--- src/rtl/reg_access_arbiter.sv ---
// Round-robin arbiter granting one of four requesters exclusive access to a
// shared register. Each transaction takes three cycles: grant, apply, acknowledge.
module reg_access_arbiter #(
  parameter int WIDTH = 8
) (
  input  logic               clk,
  input  logic               rst,
  input  logic [3:0]         req,
  input  logic [7:0]         op,
  input  logic [4*WIDTH-1:0] din,
  output logic [3:0]         gnt,
  output logic               done,
  output logic               busy,
  output logic [WIDTH-1:0]   q
);

  typedef enum logic [1:0] {
    IDLE  = 2'd0,
    APPLY = 2'd1,
    ACK   = 2'd2
  } state_t;

  state_t           state_q, state_d;
  logic [1:0]       ptr_q, ptr_d;
  logic [3:0]       gnt_q, gnt_d;
  logic             done_q, done_d;
  logic [WIDTH-1:0] q_q, q_d;

  logic             win_found;
  logic [1:0]       win_idx;
  logic [1:0]       sel_op;
  logic [WIDTH-1:0] sel_din;

  function automatic logic [WIDTH-1:0] apply_op(input logic [1:0] code,
                                                input logic [WIDTH-1:0] cur,
                                                input logic [WIDTH-1:0] ld);
    case (code)
      2'b00:   apply_op = ld;
      2'b01:   apply_op = '1;
      2'b10:   apply_op = '0;
      default: apply_op = cur;
    endcase
  endfunction

  // ptr_q holds the last winner; the search starts just after it and wraps
  // around so that the last winner has the lowest priority.
  always_comb begin
    logic [1:0] cand;
    win_found = 1'b0;
    win_idx   = ptr_q;
    cand      = ptr_q;
    for (int k = 1; k <= 4; k++) begin
      cand = ptr_q + 2'(k);
      if (!win_found && req[cand]) begin
        win_found = 1'b1;
        win_idx   = cand;
      end
    end
  end

  // While a transaction is active, ptr_q is also the granted requester.
  assign sel_op  = op[{ptr_q, 1'b0} +: 2];
  assign sel_din = din[ptr_q * WIDTH +: WIDTH];

  always_comb begin
    state_d = state_q;
    ptr_d   = ptr_q;
    gnt_d   = gnt_q;
    done_d  = 1'b0;
    q_d     = q_q;
    case (state_q)
      IDLE: begin
        gnt_d = 4'b0000;
        if (win_found) begin
          ptr_d   = win_idx;
          gnt_d   = 4'b0001 << win_idx;
          state_d = APPLY;
        end
      end
      APPLY: begin
        if (req[ptr_q]) begin
          q_d     = apply_op(sel_op, q_q, sel_din);
          done_d  = 1'b1;
          state_d = ACK;
        end else begin
          gnt_d   = 4'b0000;
          state_d = IDLE;
        end
      end
      ACK: begin
        gnt_d   = 4'b0000;
        state_d = IDLE;
      end
      default: begin
        gnt_d   = 4'b0000;
        state_d = IDLE;
      end
    endcase
  end

  always_ff @(posedge clk or negedge rst) begin
    if (!rst) begin
      state_q <= IDLE;
      ptr_q   <= 2'd3;
      gnt_q   <= 4'b0000;
      done_q  <= 1'b0;
      q_q     <= '0;
    end else begin
      state_q <= state_d;
      ptr_q   <= ptr_d;
      gnt_q   <= gnt_d;
      done_q  <= done_d;
      q_q     <= q_d;
    end
  end

  assign gnt  = gnt_q;
  assign done = done_q;
  assign busy = (state_q != IDLE);
  assign q    = q_q;

endmodule

--- config.mk ---
export PLATFORM = sky130hd
export DESIGN_NAME = reg_access_arbiter
export DESIGN_NICKNAME = d
export VERILOG_FILES = /design/src/rtl/reg_access_arbiter.sv
export SDC_FILE = /design/constraint.sdc
export NUM_CORES = 1
export LEC_CHECK = 0
export ABC_AREA = 1
export CAP_MARGIN = 30
export CORE_UTILIZATION = 36
export CTS_CLUSTER_DIAMETER = 100
export DETAILED_ROUTE_END_ITERATION = 6
export GPL_TIMING_DRIVEN = 0
export HOLD_SLACK_MARGIN = 0.12
export PLACE_DENSITY = 0.72
export REMOVE_ABC_BUFFERS = 1
export SLEW_MARGIN = 5
export SYNTH_ARGS = -nofsm -noshare
export SYNTH_HDL_FRONTEND = slang
export SYNTH_SLANG_ARGS = --single-unit
export TNS_END_PERCENT = 50
--- constraint.sdc ---
create_clock -name clk -period 2.35 [get_ports clk]
set_input_delay 0.47 -clock clk [delete_from_list [all_inputs] [get_ports clk]]
set_output_delay 0.47 -clock clk [all_outputs]
set_load 0.02 [all_outputs]
# [Yosys cells after proc, flatten, opt, wreduce, memory -nomap -nowiden]
# Cells that the tools add are included.
[totals] out_inout_bits=14 wordCells=57 regBits=17
[classes] n_mux=25 add_sub_neg=3 n_shift=3 reduce_logical=12 n_lt_le_gt_ge=4 n_eq_ne=5
[op_table] cell="$shiftx 32x6->8" count=1
[op_table] cell="$pmux 8 s3" count=1
[op_table] cell="$lt 2x3->1 const B" count=4
[op_table] cell="$mux 2" count=6
[op_table] cell="$mux 1" count=10
[op_table] cell="$bmux 1 s2" count=4
[op_table] cell="$mux 4" count=2
[op_table] cell="$pmux 4 s2" count=1
[op_table] cell="$shiftx 8x4->2" count=1
[op_table] cell="$add 2x2->2 const B" count=2
[op_table] cell="$eq 2x1->1 const B" count=2
[op_table] cell="$logic_not 2->1" count=2
[op_table] cell="$ne 2x2->1 const B" count=2
[op_table] cell="$pmux 2 s2" count=1
[op_table] cell="$shl 1x2->4 const A" count=1
[op_table] cell="$logic_and 1x1->1" count=3
[op_table] cell="$logic_not 1->1" count=3
[op_table] cell="$reduce_and 3->1" count=1
[op_table] cell="$reduce_bool 3->1" count=1
[op_table] cell="$add 2x1->2 const B" count=1
[op_table] cell="$eq 2x2->1 const B" count=1
[op_table] cell="$reduce_and 2->1" count=1
[op_table] cell="$reduce_bool 2->1" count=1

# [Logic depth before layout (Yosys ltp)]
# Gate-level depths: netlist (run 1).
[depth] ltp_word=16 ltp_mapped=13 depth_no_buf=12

# [Worst setup path after synthesis (run 1)]
# No wires, ideal clock.
[synth_path] path_type="flip-flop to flip-flop" start="register ptr_q[0]" end="register q_q[0] (netlist: q[0])" stages_incl_launch_ff=10 path_buffers=2 path_slack_ns=0.028 required_time_ns=2.276 t_arrival_ns=2.248 synth_period_minus_slack_ns=2.322 cell_sequence="dfstp_2 -> buf_6 -> nor2_1 -> a22o_1 -> a221oi_1 -> ha_1 -> buf_1 -> nor2_1 -> a21oi_1 -> o21ai_2"
[synth_between] elab_chain_cells=4 elab_cells_between_ends=10
[synth_lines] element="start, declared" line_no="24" text="logic [1:0] ptr_q, ptr_d;"
[synth_lines] element="start signal, assigned" line_no="110" text="ptr_q <= ptr_d;"
[synth_lines] element="$shiftx 8x4->2" line_no="62" text="assign sel_op = op[{ptr_q, 1'b0} +: 2];"
[synth_lines] element="$eq 2x2->1, or another cell as far along" line_no="37" text="case (code)"
[synth_lines] element="$reduce_bool 3->1 (no line)"
[synth_lines] element="$reduce_and 3->1 (no line)"
[synth_lines] element="end signal, assigned" line_no="113" text="q_q <= q_d;"
[synth_lines] element="end, declared" line_no="27" text="logic [WIDTH-1:0] q_q, q_d;"
# Several ways; a longest one is shown, not always the timed one. The select of a mux whose other input is x is not followed.
# A chain may end at the register's enable or synchronous reset.

# [Final worst setup path (run 1)]
[layout_path] start="register ptr_q[0]" end="register q_q[6] (netlist: q[6])"
# The elaborated chain is that of the path after synthesis.

==> run metrics, run 1 <==
status=complete, no violations; Root Driver=clkbuf_4; gr ovfl total=0; met2 Track Usage GR=30.0%; port bufs=59; Hold Path Class=flip-flop to flip-flop; asr flop ratio synth=100%; first-pass GRT wire length=5090 um; First-pass DRT Iterations=4; initial antenna violation count=0; WL final=3200 um; fin crit period=2.16 ns; share of post-route cells with drive strength above 1=12.4%; I/O pin count=60; fill count=321; pwr/cell area=1340 nW/um^2; Max Clock Freq=0.463 GHz; CP Capture Type=flip-flop; # nets final=282; Clock Path Buffers=2; post-synth top area share=30.3%; Syn Inst Count=172; vias in the first global route=1175; die area=3680 um^2; Cell Area, Synth=1240 um^2; Starting Density=39.2%; Layout area overhead=56.7%; DRC Markers=0; largest area contributor in the netlist=dfrtp_1; clk slew on worst S/H paths=0.09 ns; Startpoint Class=flip-flop; leak pwr=0.000907 uW; post-DP HPWL=2500 um; largest cells by area after synthesis=dfrtp_1, nand2_1, a22oi_1; RSZ-0062 raised after global routing=no; H-tree lvl count=1; DR WL/cell=11.6 um; Routed Antenna Nets=0; GRT Total Usage=18.4%; clk_lat worst skew=0.29 ns; power consumption=2600 uW; Final Max Tran Viols=0; DRT iter0 DRCs=94; via/cell ratio=4.90; Final setup viols=0; clock buffer count from CTS=3; core area=3150 um^2; grt met3 use=1.71%; predominant post-synthesis flop cell=dfrtp_1; die span in x=60.6 um; setup_tns=0 ns; syn_area_per_cell=7.19 um^2; pin count of the biggest net entering global routing=18; Worst slew margin=52.2%; clk sinks=17; WP data required=2.57 ns; flops & latches, synth=17; critical path type=flip-flop to flip-flop; CTS tree=yes; final antenna diode count=0; share of the yosys chip area belonging to registers=34.6%; crit-path max FO=10; Crit path arrival time=2.38 ns; peak supply drop=0.478 mV; Worst-Margin Slew=0.715 ns; die height=60.6 um; hold buffers post-CTS=0; skew final=0.00473 ns; Post-synth EDFFs=0; gr busiest metal=met2; GR Util met1=25.5%; Placement Rows=20; routability cong.=0.774; Hold Fails Final Rpt=0; fin crit share=91.9%; total vias in the final route=1357; Yosys cell types=22; Warnings, synthesis=0; max-cap violations=0
[registers in the layout, summed over array words and instances, names as in the netlist]
signal / count
state_q: 2
q: 8
gnt: 4
ptr_q: 2
done: 1
[per-stage QoR]
step / hold WS, ns / cells / instance area [um^2] / worst slack, ns / utilization [%]
2_1_floorplan: 0.174 / 168 / 1200 / 0.00789 / -
3_3_place_gp: 0.463 / 271 / 1850 / -0.528 / 58.7
4_1_cts: 0.489 / 277 / 1910 / 0.00875 / 60.7
6_report: 0.482 / 277 / 1940 / 0.190 / 61.5
5_1_grt: 0.514 / 277 / 1940 / 0.0564 / 61.5
3_5_place_dp: 0.465 / 271 / 1850 / -0.516 / 58.7
[cell usage in the layout, fill, tap and decap left out, drive strengths merged]
cell type	Yosys	layout
a21oi	8	8
clkbuf	0	4
a22o	1	1
dfstp	2	2
clkinv	2	2
nor3b	2	2
a221oi	1	1
a22oi	18	18
nor2	7	7
nand3	10	10
inv	10	10
ha	2	2
o21ai	11	11
nand2	79	79
clkdlybuf4s50	0	59
dfrtp	15	15
buf	4	2
[area by class of cell]
cell class / count / area [um^2] / area share (%)
multi-input combinational: 139 / 778 / 40.1
inverter: 12 / 46.3 / 2.39
timing repair buffer: 61 / 606 / 31.2
tap: 44 / 55.1 / 2.84
sequential: 17 / 428 / 22.1
clock buffer: 4 / 26.3 / 1.35
[cell usage after synthesis (7+ instances only)]
cell type / instances
dfrtp_1: 15
a21oi_1: 8
nand3_1: 8
nor2_1: 7
a22oi_1: 18
inv_1: 8
nand2_1: 77
o21ai_2: 9
[path summary, 6_finish.rpt]
| check | from | endpoint | slack [ns] | depth (start not counted) |
|---|---|---|---|---|
| setup / recovery | ptr_q[0] | q[6] | 0.19 | 8 |
| hold / removal | gnt[2] | gnt[2] | 0.48 | 2 |
| setup reg to reg | ptr_q[0] | q[6] | 0.19 | 8 |
| hold reg to reg | gnt[2] | gnt[2] | 0.48 | 2 |
| max in group asynchronous | rst | gnt[2] | 1.30 | 1 |
| min in group asynchronous | rst | done | 0.60 | 1 |
[repair_timing]
item                                    CTS  global route
buffers inserted                          2             0
endpoints found under the setup margin    8             8
hold endpoints to repair                  0             0
resized for setup                         6             4
[logic make-up after synthesis]
family / after synthesis / share of synthesized area, %
and+or+nand+nor: 98 / 34.3
adders and majority gates: 2 / 2.02
DFF: 17 / 34.6
AOI/OAI and AO/OA: 39 / 22.8
buffers and inverters: 16 / 6.37
[layer usage]
metal  routed length, um  vias up
li1                    -      705
met1                1470      605
met2                1560       43
met3                 138        4
met4                  38        0
met5                   0        -
[critical path, cell delays in order (launching register included)]
cell and delay [ns]:
dfstp_2 0.59, inv_2 0.11, nand2_1 0.11, clkinv_2 0.17, a221oi_4 0.39, ha_4 0.29
nor2_4 0.20, a21oi_1 0.10, o21ai_2 0.14
[where the power goes]
group | switching, uW | total [uW] | internal [uW]
clock | 85.7 | 152 | 66.0
sequential | 90.7 | 513 | 423
combinational | 1170 | 1930 | 760
total | 1350 | 2600 | 1250
No activity file was read; power rests on OpenSTA's default activity.
==> run 2, diff against run 1 <==
--- a/config.mk
+++ b/config.mk
@@ -7,6 +7,7 @@
 export LEC_CHECK = 0
 export ABC_AREA = 1
 export CAP_MARGIN = 30
+export CORE_ASPECT_RATIO = 0.5
 export CORE_UTILIZATION = 36
 export CTS_CLUSTER_DIAMETER = 100
 export DETAILED_ROUTE_END_ITERATION = 6
==> run metrics, run 2 (same netlist as run 1, synthesis figures left out) <==
Worst-Margin Slew=0.772 ns (+0.0575 ns); critical path type=flip-flop to flip-flop; r2r setup slk=0.14 ns (-0.05 ns); skew final=0.00155 ns (-0.00318 ns); Max Clock Freq=0.453 GHz (-2.0%); Layout area overhead=58.7%; Final Max Tran Viols=0 (unchanged); First-pass DRT Iterations=4 (unchanged); share of post-route cells with drive strength above 1=13.2% (+0.80 points); post-DP HPWL=2490 um (-0.68%); fill count=286 (-11%); Clock Path Buffers=2 (unchanged); clk slew on worst S/H paths=0.06 ns (-0.03 ns); routability cong.=0.862 (+11%); pwr/cell area=1350 nW/um^2 (+1.1%); max-cap violations=0 (unchanged); die height=43.5 um (-28%); final instance area=1960 um^2 (+1.3%); Root Driver=clkbuf_8; clock buffer count from CTS=3 (unchanged); via/cell ratio=4.97 (+1.4%); Crit path arrival time=2.35 ns (-0.03 ns); status=complete, no violations; WL final=3220 um (+0.66%); die span in x=84.9 um (+40%); fin crit share=93.8% (+1.9 points); core area=3140 um^2 (-0.56%); I/O pin count=60 (unchanged); most frequent cells in the layout=nand2_1, clkdlybuf4s50_1, a22oi_1; crit-path max FO=16 (+6); final worst-path setup slack=0.145 ns (-0.0450 ns); max reg flops=8 (unchanged); DR WL/cell=11.8 um (+1.8%); GRT Total Usage=18.5% (+0.084 points); vias in the first global route=1259 (+7.1%); Startpoint Class=flip-flop; Starting Density=39.5% (+0.22 points); Hold Startpoint=gnt[0]; die area=3690 um^2 (+0.38%); H-tree lvl count=1 (unchanged); Final setup viols=0 (unchanged); Worst slew margin=48.4% (-3.8 points); Hold Path Cell Cnt=2 (unchanged); most common cell after layout, fill and taps aside=nand2_1; total vias in the final route=1361 (+0.29%); DRC Markers=0 (unchanged); final antenna diode count=0 (unchanged); peak supply drop=0.521 mV (+8.9%); Layout Utilization=62.6% (+1.1 points); Routed Antenna Nets=0 (unchanged); first-pass GRT wire length=5380 um (+5.7%); placed cell area=1840 um^2 (-0.27%); Hold Path Class=flip-flop to flip-flop; # nets final=283 (+0.35%); Hold Fails Final Rpt=0 (unchanged); clk_lat worst skew=0.25 ns (-0.04 ns); fin crit period=2.21 ns (+0.0450 ns); clk sinks=17 (unchanged); CP Capture Type=flip-flop; hold buffers post-CTS=0 (unchanged); Reg2Reg Depth=10 (+2); pre-CTS worst setup slack=-0.623 ns (-0.107 ns); initial antenna violation count=0 (unchanged); CTS tree=yes; FF-to-FF End=q[1]; pin count of the biggest net entering global routing=18 (unchanged); Worst Hold End=gnt[0]; DRT iter0 DRCs=37 (-61%); Critical R2R Launch=ptr_q[0]; Placement Rows=14 (-30%); port bufs=59 (unchanged); WP data required=2.49 ns (-0.08 ns); leak pwr=0.000917 uW (+1.1%); gr ovfl total=0 (unchanged)
-- run 2: cell count changes in the layout (fill, tap and decap cells not counted), sizes merged --
cell / before / now
buf: 2 / 3
clkinv: 2 / 1
clkinvlp: 0 / 1
-- run 2: layout make-up --
cell class | instances | area, um^2 | area share (%)
well taps | 40 | 50.0 | 2.55
inverters | 12 | 50.0 | 2.55
repair buffers | 62 | 613 | 31.2
flip-flops and latches | 17 | 428 | 21.8
multi-input cells | 139 | 778 | 39.6
clock buffers | 4 | 45.0 | 2.29
-- run 2: worst max-delay path by stage --
stage             start  cells past startpoint    to
6_report       ptr_q[0]                     10  q[1]
2_1_floorplan  ptr_q[0]                      8  q[0]
3_5_place_dp   ptr_q[0]                      8  q[5]
3_3_place_gp   ptr_q[0]                      8  q[7]
4_1_cts        ptr_q[1]                      7  q[5]
5_1_grt        ptr_q[0]                     10  q[3]
-- run 2: worst max-delay path, stage by stage, from the launching register on --
cell,delay (ns)
dfstp_2,0.60
inv_2,0.11
nand2_1,0.11
clkinv_2,0.18
a221oi_4,0.39
inv_1,0.08
ha_1,0.19
inv_1,0.09
nand2_4,0.15
nand2_1,0.14
o21ai_2,0.05
-- run 2: metrics by stage --
stage	setup TNS, ns	hold slack (ns)	power, uW	cells
final	0	0.482	2660	274
after global routing	-0.0124	0.509	2930	274
after CTS	0	0.483	2620	274
after detailed placement	-4.89	0.467	2290	267
after global placement	-4.74	0.464	2260	267
after floorplan	0	0.174	1770	168
-- run 2: power by group --
group	total [uW]	internal [uW]	switching [uW]	leakage, uW
Combinational	1930	769	1160	0.000678
Clock	213	120	93.1	0.0000228
Sequential	516	424	92.6	0.000217
-- run 2: layer usage --
layer	up-vias	part of all wire (%)	GRT usage, %
met3	2	4.7	4.19
li1	700	-	-
met4	0	0.37	3.05
met1	624	46	22.6
met5	-	0	0
met2	35	49	35.0
-- run 2: what timing repair did --
item / CTS / global route
pin swaps: 0 / 1
gates resized for setup: 7 / 4
setup buffers: 3 / 0
gates cloned: 0 / 0
endpoints found under the setup margin: 8 / 8
